## src/rtl/hdmi_clkrst.sv

```systemverilog
// Serial-clock housekeeping: lock synchroniser, divide-by-DIV pixel phase, pixel-aligned
// video reset release and lock-loss tracking. HDMI_CLKRST_LOSSCNT_EN builds the loss counter.
module hdmi_clkrst #(
    parameter int DIV           = 5,
    parameter int SYNC_STAGES   = 2,
    parameter int SETTLE_CYCLES = 1024
) (
    input  logic       clk,
    input  logic       reset,
    input  logic       pll_lock,
    input  logic       lock_lost_clr,
    output logic       pix_rst,
    output logic       pix_ce,
    output logic [3:0] phase,
    output logic       lock_lost,
    output logic [7:0] loss_cnt
);

    localparam int CNT_W = (SETTLE_CYCLES > 1) ? $clog2(SETTLE_CYCLES) : 1;
    localparam logic [CNT_W-1:0] CNT_LAST = CNT_W'(SETTLE_CYCLES - 1);
    localparam logic [3:0]       PH_LAST  = 4'(DIV - 1);

    typedef enum logic [1:0] {WAIT_LOCK, SETTLE, RUN} state_t;

    state_t                 state, state_nxt;
    logic [SYNC_STAGES-1:0] sync_pipe;
    logic                   lock_s;
    logic [CNT_W-1:0]       settle_cnt, cnt_nxt;
    logic                   lost_evt;

    assign lock_s = sync_pipe[SYNC_STAGES-1];
    assign pix_ce = (phase == 4'd0);

    always_ff @(posedge clk) begin
        if (reset) begin
            sync_pipe <= '0;
            phase     <= 4'd0;
        end else begin
            sync_pipe <= {sync_pipe[SYNC_STAGES-2:0], pll_lock};
            phase     <= (phase == PH_LAST) ? 4'd0 : phase + 4'd1;
        end
    end

    // Release only on the edge where phase wraps, so video starts on a pixel boundary.
    always_comb begin
        state_nxt = state;
        cnt_nxt   = settle_cnt;
        lost_evt  = 1'b0;
        case (state)
            WAIT_LOCK: begin
                cnt_nxt = '0;
                if (lock_s) state_nxt = SETTLE;
            end
            SETTLE: begin
                if (!lock_s) begin
                    state_nxt = WAIT_LOCK;
                    cnt_nxt   = '0;
                end else if (settle_cnt == CNT_LAST && phase == PH_LAST) begin
                    state_nxt = RUN;
                    cnt_nxt   = '0;
                end else if (settle_cnt != CNT_LAST) begin
                    cnt_nxt = settle_cnt + 1'b1;
                end
            end
            RUN: begin
                cnt_nxt = '0;
                if (!lock_s) begin
                    state_nxt = WAIT_LOCK;
                    lost_evt  = 1'b1;
                end
            end
            default: begin
                state_nxt = WAIT_LOCK;
                cnt_nxt   = '0;
            end
        endcase
    end

    always_ff @(posedge clk) begin
        if (reset) begin
            state      <= WAIT_LOCK;
            settle_cnt <= '0;
            pix_rst    <= 1'b1;
            lock_lost  <= 1'b0;
        end else begin
            state      <= state_nxt;
            settle_cnt <= cnt_nxt;
            pix_rst    <= (state_nxt != RUN);
            if (lost_evt)           lock_lost <= 1'b1;
            else if (lock_lost_clr) lock_lost <= 1'b0;
        end
    end

`ifdef HDMI_CLKRST_LOSSCNT_EN
    always_ff @(posedge clk) begin
        if (reset)                              loss_cnt <= 8'd0;
        else if (lost_evt && loss_cnt != 8'hFF) loss_cnt <= loss_cnt + 8'd1;
    end
`else
    assign loss_cnt = 8'd0;
`endif

endmodule
```

## config.mk

```make
export PLATFORM = sky130hd
export DESIGN_NAME = hdmi_clkrst
export DESIGN_NICKNAME = d
export VERILOG_FILES = /design/src/rtl/hdmi_clkrst.sv
export SDC_FILE = /design/constraint.sdc
export NUM_CORES = 1
export LEC_CHECK = 0
export CAP_MARGIN = 20
export CORE_MARGIN = 1.5
export CORE_UTILIZATION = 49
export DETAILED_ROUTE_END_ITERATION = 10
export PLACE_DENSITY = 0.77
export SLEW_MARGIN = 40
export SYNTH_ARGS = -nofsm -noshare
export SYNTH_HDL_FRONTEND = slang
export SYNTH_SLANG_ARGS = --single-unit
```

## constraint.sdc

```tcl
create_clock -name clk -period 2.25 [get_ports clk]
set_input_delay 0.3375 -clock clk [delete_from_list [all_inputs] [get_ports clk]]
set_output_delay 0.3375 -clock clk [all_outputs]
set_load 0.005 [all_outputs]
```

==> qor.yml <==
design.core.area_um2: 1764
worstPathMaxFanout: 5
crit_chain: "inv_1, ha_1, nand2b_1, nor2_1, clkdlybuf4s50_1"
clk_pin_slew_ns: 0.10
drive_gt1_share_pct: 9.735
required_ns: 1.91
postCtsSetupRepairBufs: 0
synth_largest_area_cell: "dfxtp_1"
maxCapViolCount: 0
wl_per_cell_um: 10.46
die_area_um2: 2203
antenna_found_initial: 0
tns_ns: 0
finalNonFillerCells: 138
fin_skew_ns: 0.01250
antenna_left: 0
critical-path-max-stage-delay_ns: 0.51
antenna_cells: 0
clock.fmax_mhz: 519.0
power.density_nw_per_um2: 637.0
setup_viol: 0
pin_count: 19
fp.dieW_um: 46.94
synth_edf_count: 0
yosys-top-cells-count: "20 x dfxtp_1, 14 x nor2_1, 8 x buf_4"
path_delay_family: "buffers and inverters"
viasPerCell: 5.159
cts_resized: 0
area_delta_synth_final_pct: 15.87
drt-initial-drc-count: 10
yosys_register_bits: 20
synth.distinct_cells: 35
dpl_worst_slack_ns: 0.3921
crit_type: "reg -> out"
async_reset_ff_share_pct: 0
yosysMostFrequentCell: "dfxtp_1"
synth_area_leaders: "dfxtp_1 42%, buf_4 6.3%, nor2_1 5.6%"
endpoint_kind: "output pin"
fin_ws_ns: 0.3232
p_leak_nw: 0.4203
cp.arrival_ns: 1.59
clk_latency_ns: 0.29
final_util_pct: 62.13
synth_area_per_cell_um2: 9.459
placed_cells: 134
start_util_pct: 53.62
track_usage_pct: 14.92
die_h_um: 46.94
finalCritPeriodShare_pct: 85.64
clock_path_buffers: 2
rsz0062_at_grt: "no"
grt_pass1_wl_um: 2359
grt_pass1_vias: 570
rows: 15
final_nets: 121
clock-sinks: 20
fin_crit_ns: 1.927
numPortBuffers: 10
vias: 712
design_area_um2: 1096
ir_worst_vdd_v: 0.0005710
holdBufCountCts: 0
yosysTopAreaCellShare_pct: 42.33
drt_pre_antenna_iters: 4
ys_warn_count: 0
critPathSlowestCell: "clkdlybuf4s50_1"
holdCritPathClass: "reg -> reg"
hold_violations: 0
whs_ns: 0.4585
cts_tree: "built"
drc: 0
startpoint_type: "register"
place_congestion: 0.8322
grt_max_degree: 13
status: "completed"
cts-root-buf: "clkbuf_4"
h-tree-depth: 1
place_area_um2: 1044
maxSlewViolCount: 0
numCtsBuffers: 3
routed_wl_um: 1443
p_total_mw: 0.6982
critPathBufInv: 2
synthCells: 100
dp.final_hpwl_um: 1141
ys.flop_type: "dfxtp_1"
syn_area_um2: 945.9
gr-total-overflow: 0
synth.yosys.seq_area_share_pct: 42.33
logic make-up (layout without fill, tap and decap cells):
| group | after synthesis | in the layout | share of synthesized area (%) |
|---|---|---|---|
| compound gates | 16 | 16 | 11.77 |
| mux | 3 | 3 | 3.175 |
| buf+inv | 11 | 17 | 7.540 |
| xor+xnor | 3 | 3 | 2.778 |
| other cells | 1 | 8 | 0.3964 |
| flops | 20 | 20 | 42.33 |
| simple gates | 43 | 43 | 28.04 |
| fa+ha+maj | 3 | 3 | 3.969 |
worst paths after layout:
| path | startpoint | to | slack [ns] | depth (start not counted) |
|---|---|---|---|---|
| max reg2reg | settle_cnt[0] | settle_cnt[6] | 0.51 | 5 |
| max | phase[0] | pix_ce | 0.32 | 5 |
| min reg2reg | sync_pipe[0] | sync_pipe[1] | 0.46 | 1 |
| min | sync_pipe[0] | sync_pipe[1] | 0.46 | 1 |
power breakdown:
group	total [mW]	internal [mW]	switching, mW	leakage, nW
sequential	0.368	0.361	0.00675	0.162
clock	0.284	0.180	0.105	0.0279
combinational	0.0460	0.0269	0.0191	0.230
area by class of cell:
cell class,instances,area [um^2]
flip-flops and latches,20,400.4
clock buffers,3,22.52
well taps,25,31.28
clock inverters,1,30.03
fillers,151,668.1
multi-input cells,76,500.5
repair buffers,10,100.1
inverters,3,11.26
state kept, by name, summed over array words and instances, names as in the netlist:
name,flops
sync_pipe,2
lock_lost,1
settle_cnt,10
phase,4
state,2
pix_rst,1
placed cells by master, fill, tap and decap left out, types with 3 or more instances in the layout:
cell type | netlist | final
ha_1 | 3 | 3
xor2_1 | 3 | 3
nand3_1 | 4 | 4
clkbuf_4 | 0 | 3
nand2_1 | 3 | 3
dfxtp_1 | 20 | 20
a21oi_1 | 4 | 4
mux2i_1 | 3 | 3
nor2_1 | 14 | 14
clkdlybuf4s50_1 | 0 | 10
inv_1 | 3 | 3
nand2b_1 | 4 | 4
conb_1 | 1 | 8
nor3_1 | 4 | 4
metal layers:
layer	up-vias	GRT usage, %	part of all wire (%)
li1	363	-	-
met1	333	20.85	49
met2	14	23.56	46
met3	2	2.308	3.7
met4	0	5.000	0.90
met5	-	0	0
Power figures use the tool's default switching activity.
